$ cat src/rtl/auto_player.sv
// auto_player: automated responder for the LED-guessing game.
// It presses the lit button after a programmable delay and can deliberately miss every Nth press.
module auto_player #(
    parameter int DELAY_W = 27,
    parameter int CNT_W   = 8
) (
    input  logic               clk,
    input  logic               rst_n,
    input  logic               en,
    input  logic [DELAY_W-1:0] delay,
    input  logic [3:0]         miss_every,
    input  logic [3:0]         y,
    input  logic               win,
    input  logic               lose,
    output logic [3:0]         b,
    output logic               busy,
    output logic               done,
    output logic [CNT_W-1:0]   presses,
    output logic [CNT_W-1:0]   misses
);
    typedef enum logic [2:0] {IDLE, WAIT, PRESS, HOLD, DONE} state_t;
    state_t state, state_n;
    logic [3:0] target, target_n, phase, phase_n, b_n;
    logic [DELAY_W-1:0] dly, dly_n, cnt, cnt_n;
    logic [CNT_W-1:0] presses_n, misses_n;
    logic y_onehot, miss;
    assign y_onehot = (y != 4'd0) && ((y & (y - 4'd1)) == 4'd0);
    assign miss = (miss_every != 4'd0) && (phase == miss_every - 4'd1);
    assign busy = (state == WAIT) || (state == PRESS) || (state == HOLD);
    assign done = (state == DONE);
    always_comb begin
        state_n   = state;
        target_n  = target;
        dly_n     = dly;
        cnt_n     = cnt;
        phase_n   = phase;
        b_n       = 4'd0;
        presses_n = presses;
        misses_n  = misses;
        if (!en) state_n = IDLE;
        else if (win || lose) state_n = DONE;
        else case (state)
            IDLE: if (y_onehot) begin
                state_n  = WAIT;
                target_n = y;
                dly_n    = delay;
                cnt_n    = '0;
            end
            WAIT: if (y != target) state_n = IDLE;
            else if (cnt == dly) begin
                // a miss presses the neighbouring button so the game sees a wrong guess
                state_n   = PRESS;
                b_n       = miss ? {target[2:0], target[3]} : target;
                phase_n   = (miss || miss_every == 4'd0) ? 4'd0 : phase + 4'd1;
                presses_n = (presses == '1) ? presses : presses + CNT_W'(1);
                misses_n  = (!miss || misses == '1) ? misses : misses + CNT_W'(1);
            end
            else cnt_n = cnt + DELAY_W'(1);
            PRESS: state_n = HOLD;
            HOLD: if (y != target) state_n = IDLE;
            default: ;
        endcase
    end
    always_ff @(posedge clk or negedge rst_n) begin
        if (!rst_n) begin
            state   <= IDLE;
            target  <= 4'd0;
            dly     <= '0;
            cnt     <= '0;
            phase   <= 4'd0;
            b       <= 4'd0;
            presses <= '0;
            misses  <= '0;
        end else begin
            state   <= state_n;
            target  <= target_n;
            dly     <= dly_n;
            cnt     <= cnt_n;
            phase   <= phase_n;
            b       <= b_n;
            presses <= presses_n;
            misses  <= misses_n;
        end
    end
endmodule

$ cat config.mk
export PLATFORM = sky130hd
export DESIGN_NAME = auto_player
export DESIGN_NICKNAME = d
export VERILOG_FILES = /design/src/rtl/auto_player.sv
export SDC_FILE = /design/constraint.sdc
export NUM_CORES = 1
export LEC_CHECK = 0
export BUFFER_PORTS_ARGS = -buffer_cell sky130_fd_sc_hd__buf_4
export CORE_AREA = 2 2 154 81
export DETAILED_ROUTE_END_ITERATION = 8
export DIE_AREA = 0 0 156 83
export GPL_TIMING_DRIVEN = 1
export HOLD_SLACK_MARGIN = 0.06
export PLACE_DENSITY = 0.69
export SLEW_MARGIN = 30
export SYNTH_ARGS = -nofsm -noshare
export SYNTH_HDL_FRONTEND = slang
export SYNTH_SLANG_ARGS = --single-unit
export TNS_END_PERCENT = 30
$ cat constraint.sdc
create_clock -name clk -period 3.2 [get_ports clk]
set_input_delay 0.32 -clock clk [delete_from_list [all_inputs] [get_ports clk]]
set_output_delay 0.32 -clock clk [all_outputs]
set_load 0.005 [all_outputs]
==> results of run 1 <==
==> worst max-delay path by stage <==
stage	startpoint	to	slack, ps	cells after the start
final	target[0]	cnt[24]	650	6
after global routing	cnt[10]	misses[1]	520	7
after CTS	cnt[5]	misses[1]	650	7
after detailed placement	cnt[5]	misses[1]	670	7
after global placement	cnt[5]	misses[1]	810	7
after floorplan	miss_every[0]	misses[1]	1110	7
==> layout make-up <==
| type | instances | area [sq um] |
|---|---|---|
| sequential | 85 | 2130 |
| tap | 150 | 188 |
| clock buffer | 10 | 229 |
| clock inverter | 6 | 93.8 |
| fill | 1043 | 6030 |
| multi-input combinational | 313 | 2270 |
| inverter | 11 | 41.3 |
| timing repair buffer | 70 | 544 |
==> flip-flops by register name, indices dropped and copies added (netlist names) <==
register and flops:
b 4, cnt 27, dly 27, misses 8, phase 4, presses 8, state 3, target 4
==> synthesized netlist by cell type, drive strengths merged (6+ instances only) <==
library cell,count,area share
dfrtp,85,0.47
mux2,37,0.092
xnor2,34,0.069
nand3,25,0.029
o21ai,24,0.027
or3,24,0.033
a21oi,23,0.025
nand2,22,0.018
nor2,20,0.017
nand4,19,0.028
xor2,14,0.027
nor3,12,0.015
inv,11,0.0091
buf,9,0.014
clkbuf,6,0.0050
nor4,6,0.0097
==> power groups by stage <==
stage                     clock, mW  sequential (mW)  combinational, mW
after global routing           1.20             1.32              0.419
final                          1.14             1.31              0.383
after CTS                      1.16             1.31              0.385
after detailed placement          0             1.33              0.382
after floorplan                   0             1.28              0.268
after global placement            0             1.32              0.371
==> layout by cell type, fill, tap and decap left out, drive strengths merged, types with 3 or more instances in the layout <==
cell    instances
dfrtp          85
buf            69
mux2           37
xnor2          34
nand3          25
or3            24
o21ai          24
a21oi          23
nand2          22
nor2           20
nand4          19
xor2           14
inv            14
nor3           12
clkbuf         10
nor4            6
mux2i           5
ha              5
nor4b           5
nor3b           4
and3            4
o31ai           4
o31a            3
==> cell families after synthesis <==
group / Yosys count / synth area share
simple gates: 151 / 0.196
mux: 42 / 0.103
fa+ha+maj: 5 / 0.0138
compound gates: 67 / 0.0924
flops: 85 / 0.470
buf+inv: 26 / 0.0282
xor+xnor: 48 / 0.0963
==> layer usage <==
metal | global-route usage | vias to the layer above | part of all wire
li1 | - | 1684 | -
met1 | 0.275 | 1794 | 0.52
met2 | 0.243 | 120 | 0.41
met3 | 0.0423 | 15 | 0.057
met4 | 0.0492 | 0 | 0.014
met5 | 0 | - | 0
==> per-stage QoR <==
step	hold WS, ps	utilization	instance area [sq um]	std cells
floorplan	24.4	-	4520	424
global placement	484	0.448	5160	628
detailed placement	503	0.448	5160	628
CTS	140	0.476	5480	644
global route	201	0.477	5500	645
finish	203	0.477	5500	645
==> reports/results.txt, run 1 <==
The path type of the worst min-delay path is primary input to flop. For this design the total switching power over the nets is 0.737 mW. The leading register cell type out of synthesis was dfrtp_1. In this run the power density over the cells is 516 nW/um^2.

The later pin in the worst-skew pair is clocked with a latency of 340 ps. The run gives 62 as the total I/O pin count. The largest individual stage delay along the critical path comes from the cell or4_1. The final routed wire length divided by cell count came out at 17.1 microns. TritonCTS built the clock tree. The initial antenna violation count was 0. The worst register-to-register path ends at cnt[24]. Number of slew-limit violations in the final report: 0.

The path with the worst hold slack has its endpoint at state[2]. The clock period could shrink to 2550 ps. Of all nets on the critical path, the largest fanout is 51. The root buffer cell chosen for the clock tree is clkbuf_16. The H-tree was split into 3 levels. STA classifies the critical path endpoint as a flop. The count of vias placed by the detailed router is 3613. The logic depth of the worst register-to-register path came out at 6. In this run the horizontal extent of the chip is 156 microns. From synthesis to final layout, the design area changed by 21.5%. The core region is 11500 sq um. Walking the worst path, the cells encountered are xnor2_1 > nand4_2 > o32a_4 > a21o_4 > or4_1 > a21oi_1. The hold buffer count at cts came out at 0. After detailed routing, the total wire length is 11000 microns. The tools report the worst min-delay path startpoint as win. Overall power consumption after layout is estimated at 2.84 mW.

The max-slew headroom at the worst pin was 0.497. The run gives 0 ps as the setup TNS. The Yosys step of the flow raised 0 warnings.

The run gives 0.470 as the part of the Yosys area used for sequential elements. Share of total power in combinational logic: 0.135. The global-route wire length before repair was 17900 microns; the switching power share of the total was 0.260. The worst-case IR drop observed on VDD is 0.000247 V. In this design, the stage delay of the slowest critical-path cell is 550 ps.

The internal power component is 2.10 mW, and the largest buffer count on any clock path is 2. The portion of total power attributed to the clock network was 0.402; the largest clock skew in the final design was 5.42 ps. Counting distinct cell types in the post-synthesis netlist gives 51. The final worst-path cycle share was 0.797. The flow ran to the end, and the final reports show no timing, DRC or antenna violations. The sequential power share is 0.463. Entering global routing, the biggest net connects 71 pins. The worst setup path is launched from a flop. At the placement stage, the worst setup path has a slack of 674 ps. The clock input transition at the sequential cells of the worst setup and hold paths came out at 60 ps. The number of buffer and inverter stages on the critical path is 0, and the total track usage is 0.177. Setup repair after global routing left no endpoint under its margin. Counting the buffers created by CTS gives 9. Broken down by cell family, the worst path's largest delay share belongs to compound AO/OA/AOI/OAI gates. The number of clock sinks is 85, and the number of diodes added for antenna fixing is 0. The arrival time at the worst endpoint is 2810 ps. In the post-route analysis, the smallest setup slack over all paths is 651 ps. The async set or reset register ratio after synthesis works out to 1.00. The tools report the final global-route overflow total as 0. The max-capacitance violation count is 0, and the total die area is 12900 sq um. Detail-routed via count per cell: 5.60.

The type of the worst setup path was flop to flop. Setup violations remaining at the end of the flow were counted as 0. The vertical die dimension came out at 83 microns.

The tools report the number of cells upsized or downsized after cts as 0. For the count of nets after finishing, the log shows 535. The logs give 3476 for the number of global-route vias before repair and 0.392 for the effective utilization at floorplan. Static timing analysis puts the maximum clock frequency at 392 MHz. The number of rows in the core area was 28. At the end of routability-driven placement, the weighted congestion stood at 0.893. For this design the static power due to leakage is 2.35 nW. Counting every instance in the synthesized netlist gives 424.

The count of buffers added by post-CTS timing repair for setup is 0, and the per-instance average area after synthesis is 10.7 sq um. For this run, design rule violations remaining after detail routing come to 0. At the worst endpoint, the required time is 3460 ps. For the pin with the worst max-slew slack, the measured transition is 748 ps. Reg-to-reg critical path startpoint: target[0]. The tools report the netlist area before placement as 4520 sq um.

The estimated wirelength of the detail-placed design is 8060 microns, and the number of buffers added on ports is 61. Number of enable-type register cells in the synthesized netlist: 0. In this run the remaining antenna-violating nets after routing total 0. In this run, synthesis produced a sequential element count of 85. Counting instances, the worst hold path has a depth of 2. The initial DRC count is 315. Counting every net in the synthesized netlist gives 469. Number of endpoints with negative hold slack in the final report: 0. The slack of the worst reg-to-reg path is 650 ps, and the share of final-layout standard cells stronger than drive strength 1 is 0.269. The run gives 5 as the first-pass detailed-route iteration total.
Power figures use the tool's default switching activity.
==> inputs of run 2 (changes only) <==
--- a/config.mk
+++ b/config.mk
@@ -5,13 +5,14 @@
 export SDC_FILE = /design/constraint.sdc
 export NUM_CORES = 1
 export LEC_CHECK = 0
+export ABC_AREA = 1
 export BUFFER_PORTS_ARGS = -buffer_cell sky130_fd_sc_hd__buf_4
-export CORE_AREA = 2 2 154 81
+export CORE_AREA = 2 2 163 85
 export DETAILED_ROUTE_END_ITERATION = 8
-export DIE_AREA = 0 0 156 83
+export DIE_AREA = 0 0 165 87
 export GPL_TIMING_DRIVEN = 1
 export HOLD_SLACK_MARGIN = 0.06
-export PLACE_DENSITY = 0.69
+export PLACE_DENSITY = 0.71
 export SLEW_MARGIN = 30
 export SYNTH_ARGS = -nofsm -noshare
 export SYNTH_HDL_FRONTEND = slang
==> constraint.sdc (replaced) <==
create_clock -name clk -period 2.3 [get_ports clk]
set_input_delay 0.23 -clock clk [delete_from_list [all_inputs] [get_ports clk]]
set_output_delay 0.23 -clock clk [all_outputs]
set_load 0.005 [all_outputs]
==> run 2 against run 1 <==
Combinational power rose by 99%. Clock power increased by 37%. Worst setup slack worse by 360 ps. Final cell count rose by 40%. Largest power group unchanged. Register-to-register slack worse by 360 ps. Core utilization shrank 1.1 points. Critical path type unchanged. First-iteration DRC count rose by 52%.
==> reports/results.txt, run 2 <==
The run finished with clean final reports. Ranked by instance count, the synthesized netlist is headed by nand2_1, dfrtp_1, nor2_1. dfrtp_1 takes more of the synthesized area than any other cell. The top cell types in the final layout, fill and taps aside, are nand2_1, dfrtp_1, nor2_1.

The worst hold path begins at delay[5]. The cell repeated most along the worst path is nand2_1. In the final routed layout, each cell accounts on average for 13.7 microns. The kind of cell with the highest combined delay along the critical path is simple AND/OR/NAND/NOR gates. The switching power of the nets was 1.18 mW; the DRC violation count after routing was 0. Netlist area before placement: 5070 sq um.

0 antenna diodes ended up in the layout. The most frequent standard cell in the layout excluding fill and tap cells was nand2_1. The clock tree root buffer cell was clkbuf_16. The number of clock sinks was 85. The number of non-filler instances in the completed layout came out at 903. Static timing analysis puts the maximum clock frequency at 497 MHz. The signal on the critical path passes through xnor2_1 > nand2_1 > nor2_1 > nand2_1 > nor2_2 > nand3_2 > inv_2 > nand2_2 > inv_2 > nand2_1 > o21ai_1.

The register bit count reported by yosys was 85; the number of filler cells placed in the layout was 1349. Summed over all failing endpoints, the final setup total negative slack is 0 ps. Clock skew on the completed layout was measured at 8.96 ps. By area the synthesized netlist is led by dfrtp_1, nand2_1, mux2_2. The number of buffer and inverter stages on the critical path works out to 2.

The sequential power share came out at 0.449. The setup path with the least slack is of type flop to flop. The share of total power in combinational logic is 0.181, and the effective utilization at floorplan is 0.387.

The number of global-route vias before repair was 3901; the CTS H-tree depth was 3. The part of the Yosys area used for sequential elements was 0.420. Across the VDD grid, the largest voltage drop is 0.000413 V. STA classifies the critical path startpoint as a flop. The cell depth of the worst setup path was 11.

The congestion estimate from routability-driven global placement came to 0.983. Power comes to 4.22 mW. The share of final-layout standard cells stronger than drive strength 1 is 0.191, and the estimated wirelength of the detail-placed design is 9420 microns. The run gives 478 as the initial DRC count.

The startpoint identified for the worst register-to-register timing path is cnt[24]. The final worst-path cycle share came out at 0.874. In this run the power density over the cells is 692 nW/um^2. The number of slew-limit violations in the final report is 0. The number of endpoints with negative hold slack in the final report was 0; the final global-route overflow total was 0.

In this run the static leakage power is 3.00 nW. The largest single stage delay on the critical path is 450 ps. Number of placed instances, taps included: 886. The total track usage was 0.185; the clock input transition at the sequential cells of the worst setup and hold paths was 60 ps. Final hold analysis gives a worst-case slack of 111 ps. The area added between synthesis and finish was 20.3%. The net count of the finished layout is 767. The per-instance average area after synthesis is 7.81 sq um, and the area taken by flip-flops and latches is 2130 sq um. Wires add up to 12400 microns. The count of buffers added by post-CTS timing repair for setup came out at 0.

The worst register-to-register path has a depth of 11. For the max-slew headroom at the worst pin, the log shows 0.659. For the combined area of the multi-input logic cells, the log shows 2660 sq um. From left edge to right edge, the die measures 165 microns. The slack of the worst reg-to-reg path was 290 ps.

The number of unique standard cell types used by synthesis is 33. The endpoint identified for the worst register-to-register timing path is presses[4]. Setup repair after global routing left no endpoint under its margin. The portion of total power attributed to the clock network is 0.370.

In the final layout, the registers with the most flip-flops are cnt (27), dly (27). The synthesized instance count is 649. Max-cap violations in this run came to 0. The tools report the placeable core area as 13100 sq um. Vertical die dimension: 87 microns.

Worst hold path stage count: 2. The critical-path cell with the highest stage delay is dfrtp_1. At the pin with the least slew margin, the transition time is 512 ps.

TritonCTS built the clock tree. The total nets after synthesis is 694. The required time of the critical path came out at 2570 ps. Once detail routing completed, the nets flagged for antenna violations numbered 0.

Along the worst path, the maximum fanout reaches 11. The path type of the worst min-delay path was primary input to flop. For this design the top-level I/O count stands at 62. The most common cell in the synthesized netlist is nand2_1. The logs give 0 for the final setup violation count and 30 for the number of rows in the core area. The number of enable-type register cells in the synthesized netlist is 0. The largest buffer count on any clock path is 2, and the count of synthesis-stage warnings from yosys is 0.

The async set or reset register ratio after synthesis came out at 1.00. The path with the worst hold slack has its endpoint at dly[5]. The pre-antenna-repair detailed-routing pass consisted of 5 iterations. The initial antenna violation count is 0.

The clock period could shrink to 2010 ps. Entering global routing, the biggest net connects 47 pins. For the arrival time at the worst endpoint, the log shows 2280 ps. The critical path capture point type was a flop.

For the worst-skew pair, the clock arrives at the later sink with an insertion delay of 350 ps. The count of buffers added on input and output ports is 61. The total die area is 14400 sq um. The most used flip-flop cell after synthesis is dfrtp_1. Cell internal power was estimated by the tool at 3.03 mW. Global-route wire length before repair: 20500 microns. The tools report the count of vias placed by the detailed router as 4330. Buffers inserted during clock tree synthesis total 9. The area fraction of the dominant cell type after synthesis was 0.420. The switching power share of the total was 0.281; the detail-routed via count per cell was 4.80.
## run 2: how the worst max path moves through the flow
| stage | startpoint | endpoint | slack [ps] |
|---|---|---|---|
| floorplan | misses[0] | misses[0] | 650 |
| global placement | cnt[24] | presses[4] | 360 |
| detailed placement | cnt[24] | presses[4] | 310 |
| CTS | cnt[24] | presses[4] | 290 |
| global route | cnt[24] | presses[4] | 50 |
| finish | cnt[24] | presses[4] | 290 |
## run 2: cells by family after synthesis
kind of cell,count (synthesis),share of synthesized area
AO/OA/AOI/OAI,23,0.0247
XOR/XNOR,56,0.0968
adder cells (fa/ha/maj),5,0.0123
buffers and inverters,70,0.0553
flip-flops,85,0.420
multiplexers,27,0.0600
AND/OR/NAND/NOR,383,0.331
## run 2: power by group through the flow
stage                     clock [mW]  combinational (mW)  sequential, mW
after floorplan                    0               0.560            1.86
after global placement             0               0.750            1.91
after detailed placement           0               0.762            1.92
after CTS                       1.60               0.770            1.89
after global routing            1.67               0.876            1.92
final                           1.56               0.764            1.89
## run 2: per-stage QoR
step                instance area (sq um)  utilization  setup WS, ps
floorplan                            5070            -           653
global placement                     5770        0.440           362
detailed placement                   5770        0.440           311
CTS                                  6100        0.465           291
global route                         6100        0.465          48.2
finish                               6100        0.465           290
## run 2: metal layers
layer	vias to the layer above	global-route usage	wire length, microns
li1	2206	-	-
met1	1963	0.311	6910
met2	153	0.217	4240
met3	8	0.0609	1110
met4	0	0.0356	105
met5	-	0	0
## run 2: cell type report
type,instances,area share
Sequential cell,85,0.349
Timing Repair Buffer,70,0.0887
Clock inverter,5,0.0138
Clock buffer,11,0.0382
Tap cell,176,0.0361
Inverter,62,0.0382
Multi-Input combinational cell,494,0.436
## run 2: what timing repair did
item,CTS,global route
setup endpoints to repair,0,0
resized for setup,0,0
hold endpoints to repair,39,0
hold buffers,1,0
==> inputs of run 3 (changes only) <==
--- a/config.mk
+++ b/config.mk
@@ -6,13 +6,14 @@
 export NUM_CORES = 1
 export LEC_CHECK = 0
 export ABC_AREA = 1
-export BUFFER_PORTS_ARGS = -buffer_cell sky130_fd_sc_hd__buf_4
 export CORE_AREA = 2 2 163 85
 export DETAILED_ROUTE_END_ITERATION = 8
 export DIE_AREA = 0 0 165 87
+export DONT_BUFFER_PORTS = 1
 export GPL_TIMING_DRIVEN = 1
 export HOLD_SLACK_MARGIN = 0.06
-export PLACE_DENSITY = 0.71
+export PLACE_DENSITY = 0.67
+export RECOVER_POWER = 50
 export SLEW_MARGIN = 30
 export SYNTH_ARGS = -nofsm -noshare
 export SYNTH_HDL_FRONTEND = slang
==> run 3 against run 2 <==
Clock skew rose by 1.3 ps. Non-clock buffer count decreased by 34. Global-route usage grew 0.34 points. Via count decreased by 2.0%. Clock-buffer cell count shrank 2. Sequential share of layout area increased by 1.3 points. Maximum frequency shrank 3.1%. Combinational power shrank 3.1%. Largest power group unchanged.
==> reports/results.txt, run 3 (synthesis gave the netlist of run 2 again) <==
The flow ran to the end, and the final reports show no timing, DRC or antenna violations. Number of endpoints with negative hold slack in the final report: 0. Setup violations remaining at the end of the flow were counted as 0.

The run gives 3 as the CTS H-tree depth. Signal routing reaches up to met4. The area added between synthesis and finish was 15.9%.

The finished cells cover 5870 sq um. Effective utilization at floorplan: 0.387. In the layout the commonest cells are nand2_1, dfrtp_1, nor2_1. The type of the worst setup path was flop to flop.

The tools report the critical path capture point type as a flop. For this block, the routed nets add up to 12600 microns of wire. The run gives 1180 microns as the met3 wirelength from detailed routing.

The final worst-path cycle share came out at 0.902. Across the VDD grid, the largest voltage drop is 0.000349 V. After layout, the worst setup slack is 225 ps.

The floorplan step defined a core boundary enclosing 13100 sq um. The wire-length estimate of the detail-placed layout is 9380 microns. The root buffer cell chosen for the clock tree is clkbuf_16. The share of final-layout standard cells stronger than drive strength 1 works out to 0.111.

TritonCTS built the clock tree. Dividing the detail-routed via count by the number of cells gives 4.88. For the finished layout, the period the worst path requires is 2070 ps. The clock input transition at the sequential cells of the worst setup and hold paths was 60 ps. The required time of the critical path is 2570 ps, and the portion of total power attributed to the clock network is 0.346.

Data arrives at the worst endpoint at 2340 ps. For the total die area, the log shows 14400 sq um. OpenSTA, run right after detailed placement, puts the worst setup slack at 236 ps. The floorplan step set the die width to 165 microns. Summing internal, switching and leakage power gives 4.04 mW.

The detailed router placed 4242 vias in this run. Entering global routing, the biggest net connects 86 pins. For the share of total power in combinational logic, the log shows 0.183. Number of clock sinks: 85. Setup repair after global routing left no endpoint under its margin. After floorplanning, the core was divided into 30 placement rows.

In this run the critical register-to-register path is captured at presses[4]. The count of buffers added on input and output ports is 0. For the global-route wire length before repair, the log shows 20800 microns. The vertical die dimension is 87 microns, and the final routed wire length divided by cell count is 14.5 microns. After the last flow step, the layout net total stands at 733.

For the setup TNS, the log shows 0 ps. The largest registers in the layout are cnt (27), dly (27). The total track usage is 0.189.

The switching power share of the total was 0.304. The min-delay analysis places its worst path in the category primary input to flop. 0 antenna diodes ended up in the layout. In this run, the number of DRC markers left after iteration 0 of detailed routing was 397. The logs give 0.470 for the sequential power share and 4080 microns for the met2 wire length. The pre-antenna-repair detailed-routing pass consisted of 5 iterations.

For the post-detailed-route count of antenna-violating nets, the log shows 0. The number of global-route vias before repair came out at 3870. The number of slew-limit violations in the final report is 0, and the DRC violation count after routing is 0. The tools report the capturing instance or port of the critical path as presses[4]. The logs give 2.81 mW for the internal power component and 0.978 for the final estimated routing congestion in global placement.

The power density over the cells works out to 687 nW/um^2. Largest clock skew in the final design: 10.3 ps. STA classifies the critical path startpoint as a flop. The switching power of the nets is 1.23 mW, and the largest buffer count on any clock path is 2. The number of buffers added by the clock tree synthesis step was 9.

The startpoint identified for the worst register-to-register timing path is cnt[20]. The maximum fanout count along the critical path was 11. Pin placement for this block handled 62 I/O pins. The insertion delay of the later-clocked pin in the worst-skew pair was 350 ps. The measured slew at the worst slew-check pin is 1160 ps.

The logs give 2.80 nW for the total leakage power and 230 ps for the slack of the worst reg-to-reg path. The logs give 0.448 for the final core utilization and 0 for the count of buffers added by post-CTS timing repair for setup. For the worst flop-to-flop path, the logic depth is 11.

Final global-route overflow total: 0. The critical path starts at cnt[20]. Across the run, the number of max-cap violations was 0.

Summing all placed instances gives a cell area of 5270 sq um. The tools report the max-slew headroom at the worst pin as 0.227. For this block, wires on met1 add up to 7250 microns.

The library cell used most frequently in the layout, excluding fill and tap cells, is nand2_1. The logs give 0 for the initial antenna violation count and 482 MHz for the timing-limited maximum frequency.
-- run 3: cell types whose count changed in the layout (fill, tap and decap cells not counted), moves of 2 or more --
cell	previous run	this run
buf_4	68	4
dlygate4sd3_1	1	31
bufinv_16	2	0
clkbuf_1	2	0
clkinv_2	0	2
clkinvlp_4	2	0
inv_6	1	3
-- run 3: layout make-up --
| cell class | count | area (sq um) |
|---|---|---|
| fillers | 1307 | 7230 |
| multi-input cells | 494 | 2660 |
| flip-flops and latches | 85 | 2130 |
| repair buffers | 36 | 348 |
| inverters | 62 | 235 |
| clock buffers | 9 | 225 |
| well taps | 176 | 220 |
| clock inverters | 7 | 56.3 |
-- run 3: what timing repair did --
action,4_1_cts,5_1_grt
hold buffers,32,0
endpoints found under the setup margin,0,1
gates resized for setup,0,1
endpoints found under the hold margin,115,0
-- run 3: how the worst min path moves through the flow --
stage          startpoint        end  slack, ps  depth (start not counted)
2_1_floorplan       rst_n       b[0]        -70                          0
3_3_place_gp        rst_n       b[1]        -60                          0
3_5_place_dp        rst_n       b[1]        -60                          0
4_1_cts              y[1]  target[1]         90                          2
5_1_grt              y[1]  target[1]        110                          2
6_report             y[1]  target[1]        100                          2
-- run 3: per-layer routing --
layer,GRT usage,vias up
met1,0.320,1942
met5,0,-
li1,-,2140
met3,0.0709,9
met2,0.210,151
met4,0.0364,0
-- run 3: stage by stage --
stage,instances,hold WS [ps]
after floorplan,649,-65.6
after global placement,821,-63.0
after detailed placement,821,-62.7
after CTS,869,89.7
after global routing,869,107
final,869,96.3
-- run 3: power by group through the flow --
stage	clock network, mW	logic (mW)	registers, mW
global route	1.50	0.841	1.93
detailed placement	0	0.661	1.92
global placement	0	0.654	1.92
CTS	1.43	0.747	1.89
floorplan	0	0.560	1.86
finish	1.40	0.740	1.90
-- run 3: critical path, stage by stage (launching register included) --
cell and delay (ps):
dfrtp_1 440, xnor2_1 260, nand2_1 70, nor2_1 140, nand2_1 100, nor2_2 170
nand3_2 150, inv_4 180, nand2_2 180, inv_2 160, nand2_1 70, o21ai_1 70
